File: src/rtl/rr_encoder_demux.sv
// rr_encoder_demux: round-robin encodes synchronized requests and demuxes a data bit
// into a per-channel holding register, holding the grant for a fixed time.
module rr_encoder_demux #(
   parameter int SYNC_STAGES = 2,
   parameter int HOLD_CYCLES = 4
) (
   input  logic       clock,
   input  logic       reset,
   input  logic [3:0] req,
   input  logic       din,
   output logic       grant_valid,
   output logic [1:0] grant_idx,
   output logic [3:0] grant_onehot,
   output logic [3:0] q,
   output logic       busy
);
   localparam int CW = $clog2(HOLD_CYCLES + 1);
   typedef enum logic [1:0] {IDLE, WRITE, HOLD} state_t;
   state_t state_q, state_d;
   logic [4:0] sync_q [SYNC_STAGES];
   logic [3:0] req_s, rot, q_q;
   logic din_s, hit;
   logic [1:0] ptr_q, idx_q, win;
   logic [CW-1:0] cnt_q;
   // req and din share one pipeline so they stay aligned
   always_ff @(posedge clock or posedge reset) begin
      if (reset) begin
         for (int i = 0; i < SYNC_STAGES; i++) sync_q[i] <= '0;
      end else begin
         sync_q[0] <= {din, req};
         for (int i = 1; i < SYNC_STAGES; i++) sync_q[i] <= sync_q[i-1];
      end
   end
   assign {din_s, req_s} = sync_q[SYNC_STAGES-1];
   // rotate so bit 0 is the ptr channel; lowest set bit of the rotation wins
   always_comb begin
      rot = 4'({req_s, req_s} >> ptr_q);
      hit = |req_s;
      win = ptr_q;
      for (int k = 3; k >= 0; k--) if (rot[k]) win = ptr_q + 2'(k);
   end
   always_ff @(posedge clock or posedge reset) begin
      if (reset) state_q <= IDLE;
      else state_q <= state_d;
   end
   always_comb begin
      state_d = (state_q == IDLE) ? (hit ? WRITE : IDLE) :
                (state_q == WRITE) ? HOLD : ((cnt_q == '0) ? IDLE : HOLD);
   end
   always_ff @(posedge clock or posedge reset) begin
      if (reset) begin
         ptr_q <= '0;
         idx_q <= '0;
         cnt_q <= '0;
         q_q   <= '0;
      end else begin
         case (state_q)
            IDLE:  if (hit) idx_q <= win;
            WRITE: begin
               q_q[idx_q] <= din_s;
               cnt_q      <= CW'(HOLD_CYCLES - 1);
            end
            HOLD:  if (cnt_q == '0) begin
               ptr_q <= idx_q + 2'd1;
               idx_q <= '0;
            end else begin
               cnt_q <= cnt_q - 1'b1;
            end
            default: ;
         endcase
      end
   end
   always_comb begin
      grant_valid  = state_q != IDLE;
      busy         = grant_valid;
      grant_idx    = idx_q;
      grant_onehot = grant_valid ? 4'b0001 << idx_q : 4'b0000;
      q            = q_q;
   end
endmodule

File: config.mk
export PLATFORM = sky130hd
export DESIGN_NAME = rr_encoder_demux
export DESIGN_NICKNAME = d
export VERILOG_FILES = /design/src/rtl/rr_encoder_demux.sv
export SDC_FILE = /design/constraint.sdc
export NUM_CORES = 1
export LEC_CHECK = 0
export CAP_MARGIN = 5
export CORE_UTILIZATION = 45
export CTS_CLUSTER_SIZE = 10
export DETAILED_ROUTE_END_ITERATION = 16
export PLACE_DENSITY = 0.78
export SETUP_SLACK_MARGIN = 0.1
export SKIP_CTS_REPAIR_TIMING = 1
export SYNTH_ARGS = -nofsm -noshare
export SYNTH_HDL_FRONTEND = slang
export SYNTH_SLANG_ARGS = --single-unit
File: constraint.sdc
create_clock -name clock -period 1.55 [get_ports clock]
set_input_delay 0.3875 -clock clock [delete_from_list [all_inputs] [get_ports clock]]
set_output_delay 0.3875 -clock clock [all_outputs]
set_load 0.01 [all_outputs]
==> results of run 1 <==
==> cell usage after synthesis (2+ instances only) <==
library cell,number
nand2b_1,5
a21oi_1,4
nor2_1,3
dfrtp_1,23
mux2_2,5
a21boi_0,2
nand2_1,5
ha_1,6
inv_1,8
buf_6,2
and2_2,4
o21ai_0,2
==> final timing paths <==
kind,to,slack (ns),cells after the start,startpoint
max in group asynchronous,grant_idx[0],0.91,3,reset
max reg2reg,grant_idx[0],0.13,7,cnt_q[0]
min reg2reg,req_s[0],0.36,0,sync_q[5]
min,req_s[0],0.36,0,sync_q[5]
min in group asynchronous,q[2],0.41,3,reset
max,grant_onehot[1],-0.11,4,grant_idx[0]
==> power groups by stage <==
| stage | Sequential (uW) | Combinational (uW) | Clock, uW |
|---|---|---|---|
| floorplan | 921 | 677 | 0 |
| global placement | 893 | 1110 | 0 |
| detailed placement | 907 | 1150 | 0 |
| CTS | 895 | 1150 | 272 |
| global route | 930 | 1630 | 298 |
| finish | 906 | 1490 | 256 |
==> layer usage <==
layer	vias to the layer above	routed length (microns)	GRT usage, %
li1	357	-	-
met1	369	825	19.5
met2	12	1160	32.0
met3	4	40	1.82
met4	0	28	6.94
met5	-	0	0
==> state kept, by name, indices dropped and copies added, names as in the netlist <==
signal and flops:
grant_idx 2, din_s 1, ptr_q 2, req_s 4, sync_q 5, q 4
state_q 2, cnt_q 3
==> cells by family after synthesis <==
family	after synthesis
AND/OR/NAND/NOR	23
flip-flops	23
AO/OA/AOI/OAI	18
buffers and inverters	11
multiplexers	6
adder cells (fa/ha/maj)	6
==> area by class of cell <==
type	instances	area share (%)
sequential	23	39.1
inverter	8	2.03
clock buffer	4	1.78
multi-input combinational	53	33.9
tap	28	2.37
timing repair buffer	31	20.8
==> placed cells by master (no fill, tap or decap), types with 2 or more instances in the layout <==
cell / n
nand2_1: 5
buf_4: 9
ha_2: 3
dlymetal6s2s_1: 5
clkbuf_4: 3
a21boi_0: 2
dfrtp_1: 21
a21oi_1: 4
dfrtp_2: 2
o21ai_0: 2
mux2_2: 4
inv_2: 3
and2_4: 4
nor2_1: 2
nand2b_1: 5
clkdlybuf4s50_1: 6
buf_6: 10
inv_1: 5
o41ai_2: 2
ha_4: 2
==> per-stage QoR <==
stage / worst slack, ns / cell area, sq um / power [uW]
after CTS: -0.532 / 1330 / 2320
after floorplan: 0.104 / 1060 / 1600
after global placement: -0.165 / 1300 / 2000
final: -0.113 / 1480 / 2660
after global routing: -0.163 / 1480 / 2860
after detailed placement: -0.195 / 1300 / 2050
==> out/qor.csv, run 1 <==
stage;metric;value;unit
routing;vias;742;
global_route;grtUsageTotal;17.1;%
timing;timing.final.crit_share;107;%
yosys;async_flop_share;100;%
pwr;p_sw;916;uW
place;dp.cells;138;
timing;fin_worst_skew;0.00119;ns
global_route;antenna_found_initial;0;
worst_setup_path;critPathBufInv;2;
timing;fin_ws;-0.113;ns
timing;finalSetupTns;-0.454;ns
timing;fmax;601;MHz
worst_setup_path;path_class;register to output pin;
timing;finalSetupViolations;6;
layout;area_delta_synth_final;39.9;%
layout;fill_cells;166;
yosys;synth_top_area_share;54.4;%
clock_tree;clockBufferDepth;2;
routing;drc_errors;0;
place;port_buffers;18;
floorplanning;die_area;0.00255;sq mm
layout;drive_above_1_share;45.4;%
layout;antenna_cells;0;
yosys;synth-seq-area-share;54.4;%
clock_tree;clk_latency;0.29;ns
routing;drt-pass1-iter-count;4;
floorplanning;rows;17;
flow_run;maxCapViolCount;0;
yosys;postSynthCellCount;87;
timing;hold_slack;0.363;ns
run_status;violations;negative setup slack;
timing;maxSlewHeadroom;73.3;%
layout;regArea;578;sq um
clock_tree;cts_tree;yes;
worst_setup_path;start_kind;register;
yosys;ys_types;30;
place;place.gp.congestion;0.743;
routing;ant_nets;0;
pwr;p_clk_share;9.6;%
global_route;grt_pass1_wl;3220;microns
global_route;grt.overflow.total;0;
clock_tree;numCtsBuffers;3;
run_status;status;finished with violations;
pwr;swShare;34.5;%
pwr;p_comb_share;56.3;%
clock_tree;clockRootBuffer;clkbuf_4;
yosys;syn_nets;100;
timing;rsz0062_at_grt;true;
timing;tightest_slew;0.397;ns
layout;final_core_utilization;66.9;%
yosys;muxShareOfSynthArea;6.27;%
timing;finalMaxSlewViolations;0;
routing;vias_per_cell;5.05;
worst_setup_path;arrival;1.28;ns
pwr;p_int;1740;uW
timing;hold_viol_final;0;
clock_tree;path_clk_slew;0.11;ns
floorplanning;fp.dieH;50.5;microns
yosys;synth_top_family_by_area;compound AO/OA/AOI/OAI gates;
worst_setup_path;slowest_delay;0.46;ns
worst_setup_path;crit_chain;buf_6, ha_4, and2_4, buf_6;
global_route;grt_max_degree;24;
yosys;synth_area_leaders;dfrtp_1 (54%), ha_1 (7.1%), mux2_2 (5.3%);
yosys;synth_fa_ha_area_share;7.10;%
layout;num-nets-final;133;
worst_setup_path;crit_fanout;4;
yosys;synth_xor_area_share;0;%
yosys;yosys.area_share.simple;13.3;%
floorplanning;coreArea;0.00221;sq mm
pwr;peakVddDrop;0.00114;V
layout;multiInputGateArea;502;sq um
pwr;pwr-share-seq;34.1;%
place;place_hpwl;1360;microns
floorplanning;dieWidth;50.5;microns
global_route;grt_pass1_vias;796;
routing;first_iter_violations;10;
floorplanning;io_pins;19;
clock_tree;cts_max_level;1;
yosys;synth_compound_area_share;13.3;%
floorplanning;start_util;47.8;%
worst_setup_path;worst_setup_path_end_kind;output pin;
routing;totalWireLength;2060;microns
worst_setup_path;path_common_cell;buf_6;
yosys;yosys.area.top_type;dfrtp_1;
pwr;p_per_area;1800;mW/mm^2
yosys;ys_warn_count;0;
yosys;synth-edff-count;0;
pwr;p_leak;0.000738;uW
yosys;synth_seq_cells;23;
worst_setup_path;crit_required;1.16;ns
yosys;synth_flop_cell;dfrtp_1;
hold_path;hold_class;register to register;
clock_tree;cts_sinks;23;
worst_setup_path;crit_family;flip-flops;
layout;fin_cells;147;
routing;avgRoutedWirePerCell;14.0;microns
timing;period_minus_slack;1.66;ns
yosys;netlist_area;0.00106;sq mm
yosys;synth.avg_cell_area;12.2;sq um
worst_setup_path;cp_slowest_cell;dfrtp_2;
No activity file was read; power rests on OpenSTA's default activity.
==> run 2: changes to the inputs <==
CTS_CLUSTER_DIAMETER = 30   (was default)
==> results of run 2 <==
Final layout, timing and power as in run 1 (identical DEF).
==> run 3: changes to the inputs <==
SKIP_LAST_GASP = 1   (was default)
==> out/qor.csv, run 3 (synthesized netlist as in run 1, its figures left out) <==
stage;metric;value;unit;change
routing;first_iter_violations;10;;unchanged
routing;drc_errors;0;;unchanged
worst_setup_path;arrival;1.28;ns;about the same
pwr;p_leak;0.000738;uW;about the same
global_route;grt.overflow.total;0;;unchanged
timing;timing.final.crit_share;107;%;about the same
clock_tree;path_clk_slew;0.11;ns;about the same
layout;fill_cells;166;;unchanged
place;place_area;0.00130;sq mm;unchanged
worst_setup_path;crit_chain;buf_6, ha_4, and2_4, buf_6;;
clock_tree;cts_max_level;1;;unchanged
pwr;peakVddDrop;0.00114;V;about the same
place;dp.cells;138;;unchanged
timing;rsz0062_at_grt;true;;
clock_tree;cts_sinks;23;;unchanged
clock_tree;clk_latency;0.29;ns;about the same
routing;vias_per_cell;5.05;;+0.13%
pwr;fin_total_pwr;2650;uW;about the same
worst_setup_path;crit_required;1.16;ns;about the same
clock_tree;clockRootBuffer;clkbuf_4;;
floorplanning;start_util;47.8;%;unchanged
timing;period_minus_slack;1.66;ns;-0.0000420 ns
layout;antenna_cells;0;;unchanged
timing;finalSetupViolations;6;;unchanged
worst_setup_path;worst_setup_path_end_kind;output pin;;
pwr;p_per_area;1790;mW/mm^2;about the same
floorplanning;coreArea;0.00221;sq mm;unchanged
global_route;grtUsageTotal;17.1;%;unchanged
run_status;status;finished with violations;;
floorplanning;fp.dieH;50.5;microns;unchanged
timing;fin_ws;-0.113;ns;+0.0000420 ns
worst_setup_path;path_class;register to output pin;;
layout;largest_register_ffs;5;;unchanged
timing;finalMaxSlewViolations;0;;unchanged
routing;ant_nets;0;;unchanged
layout;area_delta_synth_final;39.9;%;unchanged
place;place.gp.congestion;0.743;;unchanged
timing;tightest_slew;0.397;ns;unchanged
worst_setup_path;critPathLaunch;grant_idx[0];;
place;place_hpwl;1360;microns;unchanged
worst_setup_path;crit_family;flip-flops;;
place;dp_slack;-0.195;ns;unchanged
worst_setup_path;cp_slowest_cell;dfrtp_2;;
place;port_buffers;18;;unchanged
global_route;grt_max_degree;24;;unchanged
worst_setup_path;start_kind;register;;
routing;drt-pass1-iter-count;4;;unchanged
timing;fin_worst_skew;0.00119;ns;unchanged
routing;totalWireLength;2060;microns;about the same
worst_setup_path;r2r-start;cnt_q[0];;
run_status;violations;negative setup slack;;
global_route;grt_pass1_vias;796;;unchanged
timing;hold_slack;0.363;ns;unchanged
layout;mostFrequentLayoutCells;dfrtp_1 (21), buf_6 (10), buf_4 (9);;
timing;fmax;601;MHz;about the same
global_route;grt_pass1_wl;3220;microns;unchanged
routing;avgRoutedWirePerCell;14.0;microns;about the same
worst_setup_path;critPathBufInv;2;;unchanged
global_route;antenna_found_initial;0;;unchanged
worst_setup_path;slowest_delay;0.46;ns;about the same
worst_setup_path;path_common_cell;buf_6;;
layout;layout_commonest_cell;dfrtp_1;;
layout;num-nets-final;133;;unchanged
worst_setup_path;crit_fanout;4;;unchanged
clock_tree;cts_tree;yes;;
layout;top_register;sync_q;;
floorplanning;rows;17;;unchanged
floorplanning;die_area;0.00255;sq mm;unchanged
timing;maxSlewHeadroom;73.3;%;unchanged
routing;vias;743;;+0.13%
layout;post-route-cell-area;0.00148;sq mm;unchanged
hold_path;hold_class;register to register;;
flow_run;maxCapViolCount;0;;unchanged
layout;fin_cells;147;;unchanged
timing;hold_viol_final;0;;unchanged
floorplanning;dieWidth;50.5;microns;unchanged
layout;drive_above_1_share;45.4;%;unchanged
hold_path;worstHoldStart;sync_q[5];;
floorplanning;io_pins;19;;unchanged
clock_tree;numCtsBuffers;3;;unchanged
clock_tree;clockBufferDepth;2;;unchanged
-- run 3: cell counts in the layout (fill, tap and decap cells not counted) --
Identical to the previous run, type by type.
-- run 3: per-stage QoR --
stage / util [%] / setup TNS, ns
final: 66.9 / -0.473
after global routing: 66.9 / -0.804
after CTS: 60.1 / -3.43
after detailed placement: 58.9 / -0.846
after global placement: 58.9 / -0.747
after floorplan: - / 0
-- run 3: power breakdown --
part           internal [uW]  switching [uW]
clock                   99.9             156
combinational            868             626
sequential               771             135
total                   1740             916
-- run 3: layout make-up --
| cell class | count | area (sq um) | share of cell area [%] |
|---|---|---|---|
| timing repair buffer | 31 | 308 | 20.8 |
| inverter | 8 | 30.0 | 2.03 |
| tap | 28 | 35.0 | 2.37 |
| sequential | 23 | 578 | 39.1 |
| multi-input combinational | 53 | 502 | 33.9 |
| clock buffer | 4 | 26.3 | 1.78 |
-- run 3: final timing paths --
path	slack, ns	depth (start not counted)	endpoint
max	-0.11	4	grant_onehot[1]
min	0.36	0	req_s[0]
max reg2reg	0.13	7	grant_idx[0]
min reg2reg	0.36	0	req_s[0]
max in group asynchronous	0.91	3	grant_idx[0]
min in group asynchronous	0.41	3	q[2]
-- run 3: layer usage --
metal | wire length (microns) | up-vias | part of all wire [%] | track usage, %
met1 | 824 | 370 | 40 | 19.5
met5 | 0 | - | 0 | 0
met4 | 28 | 0 | 1.4 | 6.94
met3 | 40 | 4 | 1.9 | 1.82
li1 | - | 357 | - | -
met2 | 1160 | 12 | 57 | 32.0
